==> src/rtl/expr_string_tx.sv <==
// Transmit side of the ASCII expression stream: grammar check, ASCII translation, FIFO, char output.
// Optional newline terminator after each expression: define EXPR_STRING_TX_TERM_EN.
module expr_string_tx #(
   parameter int unsigned DEPTH = 4,
   parameter int unsigned AW    = 2
) (
   input  logic       clk,
   input  logic       clr_n,
   input  logic       tok_valid,
   output logic       tok_ready,
   input  logic       tok_is_op,
   input  logic [3:0] tok_val,
   input  logic       tok_last,
   output logic [7:0] ch,
   output logic       ch_valid,
   input  logic       ch_ready,
   output logic       ch_last,
   output logic       err
);

   localparam int unsigned CW = AW + 1;
   localparam int unsigned EW = 9;

   typedef enum logic {
      EXP_DIGIT = 1'b0,
      EXP_OP    = 1'b1
   } gstate_t;

   gstate_t          state, state_d;
   logic [EW-1:0]    mem   [DEPTH];
   logic [EW-1:0]    mem_d [DEPTH];
   logic [AW-1:0]    wr_ptr, wr_ptr_d;
   logic [AW-1:0]    rd_ptr, rd_ptr_d;
   logic [CW-1:0]    cnt, cnt_d;
   logic             tok_ready_d;
   logic [7:0]       ch_d;
   logic             ch_valid_d;
   logic             ch_last_d;
   logic             err_d;

   logic             accept;
   logic             legal;
   logic             push;
   logic             pop_req;
   logic             fifo_pop;
   logic [EW-1:0]    push_data;
   logic [EW-1:0]    head_d;
`ifdef EXPR_STRING_TX_TERM_EN
   logic             nl_pend, nl_pend_d;
`endif

   // Next-state: grammar FSM, FIFO bookkeeping and the registered output stage
   always_comb begin
      state_d     = state;
      mem_d       = mem;
      wr_ptr_d    = wr_ptr;
      rd_ptr_d    = rd_ptr;
      cnt_d       = cnt;
      err_d       = 1'b0;
      legal       = 1'b0;
      push        = 1'b0;
      push_data   = '0;
      head_d      = '0;
      ch_d        = 8'd0;
      ch_valid_d  = 1'b0;
      ch_last_d   = 1'b0;
      accept      = tok_valid && tok_ready;
      pop_req     = ch_valid && ch_ready;
      fifo_pop    = pop_req;
`ifdef EXPR_STRING_TX_TERM_EN
      nl_pend_d   = nl_pend;
      fifo_pop    = pop_req && !nl_pend;
`endif

      unique case (state)
         EXP_DIGIT: begin
            legal     = !tok_is_op && (tok_val <= 4'd9);
            push_data = {8'd48 + {4'd0, tok_val}, tok_last};
         end
         EXP_OP: begin
            legal     = tok_is_op && (tok_val <= 4'd1) && !tok_last;
            push_data = {(tok_val[0] ? 8'd42 : 8'd43), 1'b0};
         end
         default: ;
      endcase

      if (accept) begin
         if (legal) begin
            push = 1'b1;
            if (state == EXP_DIGIT) state_d = tok_last ? EXP_DIGIT : EXP_OP;
            else                    state_d = EXP_DIGIT;
         end else begin
            err_d = 1'b1;
         end
      end

`ifdef EXPR_STRING_TX_TERM_EN
      // Popping an expression's final character arms the newline beat; popping the newline clears it
      if (nl_pend) begin
         if (pop_req) nl_pend_d = 1'b0;
      end else if (fifo_pop && mem[rd_ptr][0]) begin
         nl_pend_d = 1'b1;
      end
`endif

      if (fifo_pop) rd_ptr_d = rd_ptr + AW'(1);
      if (push) begin
         mem_d[wr_ptr] = push_data;
         wr_ptr_d      = wr_ptr + AW'(1);
      end

      unique case ({push, fifo_pop})
         2'b10:   cnt_d = cnt + CW'(1);
         2'b01:   cnt_d = cnt - CW'(1);
         default: cnt_d = cnt;
      endcase

      tok_ready_d = (cnt_d < CW'(DEPTH));
      head_d      = mem_d[rd_ptr_d];

`ifdef EXPR_STRING_TX_TERM_EN
      if (nl_pend_d) begin
         ch_d       = 8'd10;
         ch_valid_d = 1'b1;
         ch_last_d  = 1'b1;
      end else if (cnt_d != '0) begin
         ch_d       = head_d[EW-1:1];
         ch_valid_d = 1'b1;
         ch_last_d  = 1'b0;
      end
`else
      if (cnt_d != '0) begin
         ch_d       = head_d[EW-1:1];
         ch_valid_d = 1'b1;
         ch_last_d  = head_d[0];
      end
`endif
   end

   // State register
   always_ff @(posedge clk or negedge clr_n) begin
      if (!clr_n) begin
         state     <= EXP_DIGIT;
         for (int i = 0; i < int'(DEPTH); i++) mem[i] <= '0;
         wr_ptr    <= '0;
         rd_ptr    <= '0;
         cnt       <= '0;
         tok_ready <= 1'b1;
         ch        <= 8'd0;
         ch_valid  <= 1'b0;
         ch_last   <= 1'b0;
         err       <= 1'b0;
`ifdef EXPR_STRING_TX_TERM_EN
         nl_pend   <= 1'b0;
`endif
      end else begin
         state     <= state_d;
         mem       <= mem_d;
         wr_ptr    <= wr_ptr_d;
         rd_ptr    <= rd_ptr_d;
         cnt       <= cnt_d;
         tok_ready <= tok_ready_d;
         ch        <= ch_d;
         ch_valid  <= ch_valid_d;
         ch_last   <= ch_last_d;
         err       <= err_d;
`ifdef EXPR_STRING_TX_TERM_EN
         nl_pend   <= nl_pend_d;
`endif
      end
   end

endmodule
==> config.mk <==
export PLATFORM = sky130hd
export DESIGN_NAME = expr_string_tx
export DESIGN_NICKNAME = d
export VERILOG_FILES = /design/src/rtl/expr_string_tx.sv
export SDC_FILE = /design/constraint.sdc
export NUM_CORES = 1
export LEC_CHECK = 0
export BUFFER_PORTS_ARGS = -buffer_cell sky130_fd_sc_hd__buf_2
export CAP_MARGIN = 20
export CORE_MARGIN = 3
export CORE_UTILIZATION = 50
export DETAILED_ROUTE_END_ITERATION = 8
export GPL_TIMING_DRIVEN = 1
export PLACE_DENSITY = 0.69
export RECOVER_POWER = 25
export SYNTH_ARGS = -nofsm -noshare
export SYNTH_HDL_FRONTEND = slang
export SYNTH_SLANG_ARGS = --single-unit
export TNS_END_PERCENT = 20
==> constraint.sdc <==
create_clock -name clk -period 3.3 [get_ports clk]
set_input_delay 0.165 -clock clk [delete_from_list [all_inputs] [get_ports clk]]
set_output_delay 0.165 -clock clk [all_outputs]
set_load 0.01 [all_outputs]
======== After elaboration in Yosys (flattened, before gate mapping) ========
Index checks and enable logic that the tools add are counted.
storage, ports and cells
  logic and storage cells ................. 60
  bits in registers ....................... 56
  input bits .............................. 10
  output and inout port bits .............. 12
operators by class
  eq/ne operators ......................... 2
  $lt $le $gt $ge ......................... 6
  bitwise gates (word level) .............. 3
  reduce and logical (&&, ||, !) cells .... 10
  muxes and demuxes ....................... 21
  $add $sub $neg .......................... 5
operators by type and width
  kind                   number
  $bwmux W36             1
  $mux W36               1
  $mux W9                3
  $bmux W9 S2            1
  $demux W9 S2           1
  $pmux W9 S2            1
  $mux W1                9
  $mux W8                1
  $add A6 B4 Y7 const A  1
  $ge A3 B3 Y1 const B   2
  $logic_and A1 B1 Y1    6
  $not A2 Y3             2
  $pmux W3 S2            1
  $add A2 B1 Y2 const B  2
  $le A4 B1 Y1 const B   1
  $le A4 B4 Y1 const B   1
  $add A3 B1 Y3 const B  1
  $lt A3 B1 Y1 const B   1
  $lt A3 B3 Y1 const B   1
  $reduce_bool A3 Y1     1
  $sub A3 B1 Y3 const B  1
  $eq A2 B1 Y1 const B   1
  $eq A2 B2 Y1 const B   1
  $logic_not A1 Y1       2
  other kinds (4)        4

======== Logic depth before layout (Yosys ltp) ========
  depth in word-level cells ............... 11
  gate-level depth with buffers ........... 13
  depth with buffers taken out ............ 12

======== Least setup slack after synthesis ========
No wires, ideal clock.
  kind .................................... register to register
  from .................................... register state
  to ...................................... register ch_last
  arrival ................................. 2.923 ns
  stages on the path, launching flop included .. 14
  library setup time ...................... 0.086 ns
  period minus slack after synthesis ...... 3.009 ns
  data required time ...................... 3.214 ns
  slack ................................... 0.291 ns
  path buffers ............................ 2
  cell sequence ........................... dfrtp_1 clkbuf_1 and3_1 o21ai_2 ha_1 inv_1 fa_1 xor2_1 or3_1 nand4bb_1 nand2b_1 clkbuf_1 a221o_1 a32oi_1
on the way
  longest elaborated chain between the ends .. 9
  elaborated cells between the ends (all ways) .. 15
  those cells by class .................... eq/ne (2); mux (11); bitwise (1); reduce/logical (1)
RTL lines
  item                                         RTL line  text
  from (decl)                                  29        gstate_t state, state_d;
  from (signal assigned)                       157       state <= state_d;
  $not A1 Y1                                   75        unique case (state)
  $pmux W1 S2                                  75
  $mux W1                                      88        if (legal) begin
  $mux W1                                      87        if (accept) begin
  $mux W36                                     107       if (push) begin
  $bmux W9 S2                                  119       head_d = mem_d[rd_ptr_d];
  $mux W9 (not written as such) (2 in series)  119
  $mux W1 (*)                                  132       if (cnt_d != '0) begin
  named net ch_last_d                          38        logic ch_last_d;
  to (signal assigned)                         165       ch_last <= ch_last_d;
  to (decl)                                    17        output logic ch_last,
Mark *: on every way through the listed nets, which the timed path passes. The rest lies on a longest branch. The select of a mux whose other input is x is not followed.
A chain may end at the register's enable or synchronous reset.

======== Final worst setup path ========
Ends and elaborated chain as after synthesis.

==> results.cfg <==
[setup_path]
worstSetupEndpointType = flip-flop
r2r_slack_ns = 0.20
critical_path_arrival_ns = 3.33
reg2reg_to = ch_last
critPathRequiredTime_ns = 3.53
cp_top_family = simple AND/OR/NAND/NOR gates
cp.depth = 11
crit_fanout = 10
critical_path_class = reg2reg
cp.buffers_inverters = 1
r2r-start = state
rr_worst_depth = 11
crit_path_start = state
crit_chain = and3_1 > o21ai_4 > ha_1 > inv_1 > fa_1 > xor2_1 > or3_1 > nand4bb_1 > nand2b_1 > a221o_1 > a32oi_1
cpPeakStageDelay_ns = 0.43
critical-path-slowest-cell = dfrtp_1
cp-start-kind = flip-flop

[placed_design]
numPlacedInstances = 327
dpl_cell_area_mm2 = 0.00277
io_buffers = 21
hpwl_um = 3850
gp_congestion = 0.868

[finish]
drive_gt1_frac = 0.126
nNetsFinal = 284
antenna_cells = 0
postLayoutCoreUtil = 0.594
areaGrowthSynthToFinish_pct = 11.4
stdcell_area_mm2 = 0.00288
fillers = 435
layoutNonFillerInstCount = 336

[timing]
setup_viol = 0
slew_violations = 37
period_minus_slack_ns = 3.10
skew_ns = 0.00565
rsz0062_at_grt = false
tns_ns = 0
hold_viol = 0
slew_headroom = -0.256
max_clock_freq_mhz = 322
min_period_over_period = 0.940
hold-worst-slack_ns = 0.208
worst_pin_slew_ns = 1.88

[pwr]
ir_worst_vdd_mv = 0.426
powerDensity_mw_per_mm2 = 927
p_leak_nw = 1.33

[clock_tree]
insertion_delay_ns = 0.31
path_clk_slew_ns = 0.09
numCtsBuffers = 5
cts-root-buf = clkbuf_8
cts_buffer_depth = 2
htreeDepth = 2
cts_tree = built
clkSinkCount = 56
postCtsSetupBuffers = 0

[detailed_routing]
antenna_left = 0
viasPerCell = 5.54
drt_iter0_drc = 182
drt-wirelength-per-cell_um = 16.1
wl_um = 5410
drt_pass1_iterations = 4
dr_total_vias = 1860
drc_errors = 0

[grt]
antenna_found_initial = 0
grt_max_degree = 37
grt_pass1_wl_um = 9230
grt_pass1_vias = 1790
grt_overflow = 0
grt_use_total = 0.197

[synthesis]
yosys.area.top_type = dfrtp_1
synth_common_cells = dfrtp_1, nand2_1, o21ai_0
synth_top_cell_area_share = 0.532
synth_area_mm2 = 0.00258
synthTopCellsByArea = dfrtp_1, nand2_1, o21ai_0
synth-edff-count = 0
ys_seq_area_frac = 0.543
ys_warn_count = 0
synth_most_common_cell = dfrtp_1
synth_top_flop_cell = dfrtp_1
synth-seq-cells = 56
syn_inst = 243
synth_nets = 259
synth_area_per_cell_um2 = 10.6
synthArstFlopShare = 1.00
synth_cell_types = 45

[floorplan]
die_y_um = 77.9
placeableCoreArea_mm2 = 0.00485
ios = 22
die_w_um = 77.9
die_area_mm2 = 0.00607
start_util = 0.533
rows = 25

[worst_hold_path]
hp-start = ch_ready
hold_depth = 3
hold_end = rd_ptr[1]
hp-class = in2reg

[flow_run]
max_cap_viol_count = 1

[run_status]
violations = capacitance limit, slew limit
outcome = complete, but fails checks
## area by class of cell
| class | instances | area (µm²) | share of cell area |
|---|---|---|---|
| Inverter | 12 | 45.0 | 0.0156 |
| Sequential cell | 56 | 1400 | 0.487 |
| Clock buffer | 6 | 72.6 | 0.0252 |
| Multi-Input combinational cell | 166 | 1100 | 0.383 |
| Tap cell | 67 | 83.8 | 0.0291 |
| Timing Repair Buffer | 27 | 138 | 0.0478 |
| Clock inverter | 2 | 35.0 | 0.0122 |
## state kept, by name (all words and copies together) (netlist names), 2 cells and up
signal  flops
rd_ptr      2
ch          8
mem        36
wr_ptr      2
cnt         3
## per-stage QoR
stage	worst slack, ns	total power [mW]
finish	0.199	2.67
global route	0.00558	2.89
CTS	0.108	2.69
detailed placement	0.122	2.25
global placement	0.269	2.21
floorplan	0.291	1.93
## worst max path at each step
stage | slack, ns | to
final | 0.20 | ch_last
after global routing | 0.006 | ch_last
after CTS | 0.11 | ch_last
after detailed placement | 0.12 | ch_last
after global placement | 0.27 | ch_last
after floorplan | 0.29 | ch_last
## worst register-to-register path, stage by stage (launching register included)
cell and delay, ns:
dfrtp_1 0.43, and3_1 0.24, o21ai_4 0.24, ha_1 0.22, inv_1 0.07, fa_1 0.40
xor2_1 0.17, or3_1 0.32, nand4bb_1 0.16, nand2b_1 0.25, a221o_1 0.34, a32oi_1 0.19
## cell families after synthesis
kind of cell               share of synthesized area
and+or+nand+nor                                0.151
AOI/OAI and AO/OA                              0.181
DFF                                            0.543
buffers and inverters                         0.0334
muxes                                         0.0397
xor gates and xnor gates                      0.0203
adders and majority gates                     0.0319
## power by group
part	total [mW]	internal [mW]	switching, mW
Combinational	1.15	0.475	0.676
Clock	0.439	0.225	0.213
Sequential	1.08	0.955	0.125
Total	2.67	1.66	1.01
## layout by cell type (no fill, tap or decap), drive strengths merged, types with 2 or more instances in the layout
master and n:
nor3 7, xor2 2, a21oi 14, and2 10, nand2 30, nor2b 2, a22o 2, and3 5
clkbuf 18, o32ai 3, buf 14, a21boi 4, mux2i 8, o21ai 23, a21o 4, o32a 3
mux2 2, nand2b 7, nor2 11, dfrtp 55, a211o 3, inv 12, nand3 2, ha 5
xnor2 4, o22ai 5
## layer usage
metal,GRT usage,wire [µm]
met3,0.0487,287
met2,0.294,2550
met5,0,0
met4,0.0472,57
met1,0.289,2510
## repair_timing
action | in CTS | in global routing
gates resized for setup | 0 | 1
hold buffers | 1 | 0
hold endpoints to repair | 34 | 0
setup endpoints to repair | 0 | 2
(Power assumes the default switching activity.)
